==> config.mk <==
export PLATFORM = sky130hd
export DESIGN_NAME = mem_bus_arbiter
export DESIGN_NICKNAME = d
export VERILOG_FILES = /design/src/rtl/mem_bus_arbiter.sv
export SDC_FILE = /design/constraint.sdc
export NUM_CORES = 1
export LEC_CHECK = 0
export BUFFER_PORTS_ARGS = -buffer_cell sky130_fd_sc_hd__buf_4
export CORE_MARGIN = 4
export CORE_UTILIZATION = 35
export CTS_CLUSTER_DIAMETER = 200
export CTS_CLUSTER_SIZE = 10
export DETAILED_ROUTE_END_ITERATION = 10
export MAX_ROUTING_LAYER = met4
export PLACE_DENSITY_LB_ADDON = 0.08
export SYNTH_ARGS = -nofsm -noshare
export SYNTH_HDL_FRONTEND = slang
export SYNTH_SLANG_ARGS = --single-unit
==> constraint.sdc <==
create_clock -name CLK -period 1.9 [get_ports CLK]
set_input_delay 0.285 -clock CLK [delete_from_list [all_inputs] [get_ports CLK]]
set_output_delay 0.285 -clock CLK [all_outputs]
set_load 0.03 [all_outputs]
==> src/rtl/mem_bus_arbiter.sv <==
// Round-robin arbiter sharing one RAM port between data-cache bursts and
// instruction-cache single-word fetches, with a starvation guard for fetches.
//
// Ports:
//   CLK      in   rising-edge clock
//   nRST     in   asynchronous active-low reset
//   dreq     in   [CPUS]  per-core data request, held until the burst ends
//   ireq     in   [CPUS]  per-core instruction fetch request
//   ram_ack  in   RAM finished an access this cycle
//   dgrant   out  [CPUS]  one-hot data grant
//   igrant   out  [CPUS]  one-hot fetch grant
//   word_idx out  [WW]    current beat within the data burst
//   busy     out  a grant is held
module mem_bus_arbiter #(
    parameter int CPUS         = 2,
    parameter int BURST        = 2,
    parameter int STARVE_LIMIT = 4,
    localparam int WW = (BURST > 1) ? $clog2(BURST) : 1
) (
    input  logic            CLK,
    input  logic            nRST,
    input  logic [CPUS-1:0] dreq,
    input  logic [CPUS-1:0] ireq,
    input  logic            ram_ack,
    output logic [CPUS-1:0] dgrant,
    output logic [CPUS-1:0] igrant,
    output logic [WW-1:0]   word_idx,
    output logic            busy
);

    localparam int PW = (CPUS > 1) ? $clog2(CPUS) : 1;
    localparam int SW = $clog2(STARVE_LIMIT + 1);

    localparam logic [1:0] IDLE  = 2'd0;
    localparam logic [1:0] DATA  = 2'd1;
    localparam logic [1:0] INSTR = 2'd2;

    logic [1:0]    state;
    logic [PW-1:0] dptr;
    logic [PW-1:0] iptr;
    logic [PW-1:0] cur;
    logic [SW-1:0] starve_cnt;

    logic [PW-1:0] dwin;
    logic [PW-1:0] iwin;
    logic          d_any;
    logic          i_any;
    logic          i_fin;
    logic          starved;

    // First asserted requester at or above ptr, wrapping modulo CPUS.
    function automatic logic [PW-1:0] rr_pick(
        input logic [CPUS-1:0] req,
        input logic [PW-1:0]   ptr
    );
        logic [PW-1:0] res;
        logic          found;
        int            idx;
        res   = '0;
        found = 1'b0;
        for (int i = 0; i < CPUS; i++) begin
            idx = int'(ptr) + i;
            if (idx >= CPUS) idx = idx - CPUS;
            if (!found && req[idx]) begin
                found = 1'b1;
                res   = PW'(idx);
            end
        end
        return res;
    endfunction

    function automatic logic [PW-1:0] ptr_next(input logic [PW-1:0] p);
        return (p == PW'(CPUS - 1)) ? '0 : p + PW'(1);
    endfunction

    function automatic logic [CPUS-1:0] onehot(input logic [PW-1:0] p);
        logic [CPUS-1:0] v;
        v    = '0;
        v[p] = 1'b1;
        return v;
    endfunction

    always_comb begin
        dwin    = rr_pick(dreq, dptr);
        iwin    = rr_pick(ireq, iptr);
        d_any   = |dreq;
        i_any   = |ireq;
        starved = i_any && (starve_cnt == SW'(STARVE_LIMIT));
        // A fetch completes only if its request is still held when acked.
        i_fin   = (state == INSTR) && ireq[cur] && ram_ack;
    end

    assign busy = (|dgrant) | (|igrant);

    // Starvation counter: the clear (no fetch pending, or fetch done) wins.
    always_ff @(posedge CLK or negedge nRST) begin
        if (!nRST) begin
            starve_cnt <= '0;
        end else if (!i_any || i_fin) begin
            starve_cnt <= '0;
        end else if ((igrant == '0) && (starve_cnt != SW'(STARVE_LIMIT))) begin
            starve_cnt <= starve_cnt + SW'(1);
        end
    end

    always_ff @(posedge CLK or negedge nRST) begin
        if (!nRST) begin
            state    <= IDLE;
            dgrant   <= '0;
            igrant   <= '0;
            word_idx <= '0;
            dptr     <= '0;
            iptr     <= '0;
            cur      <= '0;
        end else begin
            unique case (state)
                IDLE: begin
                    // Grants are only issued from IDLE, which guarantees one
                    // idle turnaround cycle between consecutive grants.
                    if (starved) begin
                        state  <= INSTR;
                        igrant <= onehot(iwin);
                        cur    <= iwin;
                    end else if (d_any) begin
                        state    <= DATA;
                        dgrant   <= onehot(dwin);
                        cur      <= dwin;
                        word_idx <= '0;
                    end else if (i_any) begin
                        state  <= INSTR;
                        igrant <= onehot(iwin);
                        cur    <= iwin;
                    end
                end
                DATA: begin
                    if (!dreq[cur]) begin
                        // Abort: any ack this cycle is discarded.
                        state    <= IDLE;
                        dgrant   <= '0;
                        word_idx <= '0;
                        dptr     <= ptr_next(cur);
                    end else if (ram_ack) begin
                        if (word_idx == WW'(BURST - 1)) begin
                            state    <= IDLE;
                            dgrant   <= '0;
                            word_idx <= '0;
                            dptr     <= ptr_next(cur);
                        end else begin
                            word_idx <= word_idx + WW'(1);
                        end
                    end
                end
                INSTR: begin
                    if (!ireq[cur] || ram_ack) begin
                        state  <= IDLE;
                        igrant <= '0;
                        iptr   <= ptr_next(cur);
                    end
                end
                default: begin
                    state    <= IDLE;
                    dgrant   <= '0;
                    igrant   <= '0;
                    word_idx <= '0;
                end
            endcase
        end
    end

endmodule

* Yosys cells after proc, flatten, opt, wreduce, memory -nomap -nowiden
Cells that the tools add are included.
Storage, ports and cells: register bits after elaboration 13, input bits 7, output and inout port bits 6, word-level logic and storage cells 136
Cells by class: add/subtract/negate cells 9, $lt $le $gt $ge 13, eq/ne operators 14, multiplexer cells 60, bitwise logic cells 3, reduce and logical (&&, ||, !) cells 29
Operator list (number):
- $lt 32x3->1 const B | 4
- $mux 32 | 4
- $mux 1 | 36
- $mux 2 | 12
- $pmux 2 s3 | 3
- $ne 3x3->1 const B | 5
- $reduce_and 4->1 | 3
- $logic_and 1x1->1 | 8
- $ne 2x2->1 const B | 4
- $reduce_or 2->1 | 4
- $lt 1x2->1 const B | 3
- $mux 3 | 2
- $sub 1x2->3 const B | 2
- $sub 2x2->3 const B | 2
- $reduce_and 5->1 | 1
- $add 1x1->2 const B | 2
- $ge 1x2->1 const B | 2
- $ge 2x2->1 const B | 2
- $logic_not 1->1 | 4
- $logic_not 2->1 | 2
- $ne 4x4->1 const B | 1
- $reduce_and 2->1 | 2
- $add 3x1->3 const B | 1
- $eq 3x3->1 const B | 1
- 13 further kinds | 18

* Logic depth before layout (Yosys ltp)
depth in word-level cells 17, depth in mapped cells 6, mapped depth without buffers 6

* Least setup slack after synthesis
No wires, ideal clock.
path type register to output, start register igrant[1], end output port busy, arrival time 1.209 ns, data required time 1.615 ns, path slack 0.406 ns, cell stages (with the launch flop) 2, path buffers 0, path through dfrtp_1 > or4_1
On the way: word-level cells in the longest chain between the ends 2
RTL lines:
- start, declared | line 26 | output logic [CPUS-1:0] igrant,
- start signal, assigned | line 122 | igrant <= onehot(iwin);
- start signal, assigned | line 131 | igrant <= onehot(iwin);
- $reduce_or 2->1 | line 93 | assign busy = (|dgrant) | (|igrant);
- $or 1x1->1 | line 93
- end, declared | line 28 | output logic busy
Every way passes these cells.

* Final worst setup path
Same ends and word-level chain as after synthesis.

==> reports/metrics.yaml <==
power_and_ir_drop:
  vdd_drop_max_uv: 651
  power_mw: 1.41
  clkPwrFrac: 0.122
  swShare: 0.440
  pwr-share-seq: 0.378
  internal-power_uw: 789
  p_sw_uw: 619
  combPwrFrac: 0.499
  leakagePower_nw: 0.430
  power_density_nw_per_um2: 1540
sta:
  min_period_ps: 1670
  fmax_mhz: 598
  final-hold-violation-count: 0
  maxSlewViolCount: 0
  worst_slew_margin_rel: 0.643
  fin_skew_ps: 3.03
  finalSetupViolations: 0
  finalWorstSetupSlack_ps: 227
  whs_ps: 374
  tightest_slew_ps: 532
  tns_ps: 0
  fin_crit_sh: 0.880
  rsz0062_at_grt: "false"
synth:
  syn_area_um2: 764
  synth_edf_count: 0
  synth_top_area_share: 0.426
  synth.area.top_cells: "dfrtp_1 (43%), nor2_1 (5.4%), inv_1 (3.9%), nand2_1 (3.9%), a21oi_1 (3.3%)"
  synth-async-reset-ratio: 1.00
  synth_cells: 83
  ys.warnings.count: 0
  synth_flop_cell: "dfrtp_1"
  syn_avg_cell_area_um2: 9.21
  ys_types: 32
  synth_area_leader_cell: "dfrtp_1"
  ys_seq_elements: 13
  synth_most_common_cell: "dfrtp_1"
  syn_nets: 92
  synth_seq_area_share: 0.426
  netlist_top_cells_count: "dfrtp_1 (13), nor2_1 (11), inv_1 (8), nand2_1 (8), a21oi_1 (5)"
routing:
  avgViaCountPerCell: 5.09
  drc: 0
  drtPass1Iterations: 4
  num_vias: 636
  finalWirelength_mm: 1.62
  ant_nets: 0
  first_iter_violations: 19
  post_drt_wl_per_cell_um: 12.9
clocking:
  cts_buffer_depth: 2
  cts_tree: "built"
  numCtsBuffers: 3
  cts.sinks: 13
  cts_setup_buffers: 0
  clockRootBuffer: "clkbuf_4"
  clk_pin_slew_worst_paths_ps: 80
  clk_latency_ps: 270
  cts_htree_levels: 1
global_route:
  grt_pass1_wl_mm: 2.83
  grt_max_degree: 14
  grt_overflow: 0
  first_global_vias: 572
  antenna_found_initial: 0
  gr-usage-all-layers: 0.135
setup_path:
  required_ps: 1620
  crit_type: "reg2out"
  worstPathArrival_ps: 1390
  endpoint_kind: "output pin"
  cp-start-kind: "flip-flop"
  worst-path-max-fanout: 4
  ff2ff_path_depth: 6
die:
  dieArea_um2: 3000
  die_y_um: 54.7
  io_pins: 13
  initial_core_util: 0.378
  dieWidth_um: 54.7
  rows: 16
  core_um2: 2020
outcome:
  outcome: "completed"
placement:
  dp.cells: 120
  portBuffers: 12
  dpl-instance-area_um2: 878
  place_congestion: 0.759
  place_ws_ps: 294
  hpwlAfterDp_mm: 1.23
finish:
  syn2layout_area_growth_pct: 19.6
  nNetsFinal: 108
  stdcell_count: 125
  nFillCells: 194
  final_util: 0.452
  diodes: 0
  drive_above_1_share: 0.204
  final_area_um2: 915
flow_run:
  maxCapViolCount: 0
hold_path:
  whs_path_depth: 3
  hp-class: "in2reg"
-- path summary, 6_finish.rpt --
path	endpoint	slack (ps)	from
max reg2reg	starve_cnt[2]	300	starve_cnt[0]
max	busy	230	igrant[1]
min in group asynchronous	dgrant[0]	380	nRST
min	iptr	370	ireq[1]
max in group asynchronous	starve_cnt[0]	1350	nRST
min reg2reg	dptr	530	dptr
-- critical path, stage by stage (launching register included) --
cell,delay (ps)
dfrtp_1,410
or4_1,520
buf_4,180
-- cells in the final DEF (no fill, tap or decap), drive strengths merged, types with 2 or more instances in the layout --
master	instances
and2	2
a22o	2
buf	12
clkbuf	4
nand2b	2
inv	8
nor2	11
nand2	8
xor2	2
o2bb2ai	2
ha	2
a21oi	5
dfrtp	13
o21ai	5
a211o	2
-- flip-flops by register name, summed over array words and instances, names as in the netlist --
| name | flops |
|---|---|
| cur | 1 |
| state | 2 |
| dptr | 1 |
| starve_cnt | 3 |
| dgrant | 2 |
| igrant | 2 |
| iptr | 1 |
| word_idx | 1 |
-- cells by family (layout without fill, tap and decap cells) --
family                     after synthesis  in the layout  synth area share
adders and majority gates                2              2            0.0327
and+or+nand+nor                         27             27             0.164
xor gates and xnor gates                 3              3            0.0344
AOI/OAI and AO/OA                       26             26             0.264
muxes                                    2              2            0.0278
DFF                                     13             13             0.426
buffers and inverters                   10             25            0.0524
-- power by group through the flow --
stage               clock, mW  sequential (mW)  combinational [mW]
floorplan                   0            0.558               0.486
global placement            0            0.535               0.699
detailed placement          0            0.536               0.703
CTS                     0.182            0.531               0.711
global route            0.193            0.557               0.780
finish                  0.172            0.533               0.703
-- final cells by class --
type                       instances  area [um2]  area share
tap                               27        33.8      0.0369
sequential                        13         325       0.356
clock buffer                       4        26.3      0.0287
inverter                           8        30.0      0.0328
timing repair buffer              13         100       0.109
multi-input combinational         60         399       0.436
-- timing repair --
action | 4_1_cts | 5_1_grt
hold buffers | 1 | 0
gates resized for setup | 0 | 0
endpoints found under the hold margin | 13 | 0
-- per-layer routing --
metal | track usage | part of all wire
met5 | - | 0
met4 | 0.0498 | 0.0049
met3 | 0.0245 | 0.048
met2 | 0.171 | 0.42
met1 | 0.207 | 0.52
No activity file was read; power rests on OpenSTA's default activity.
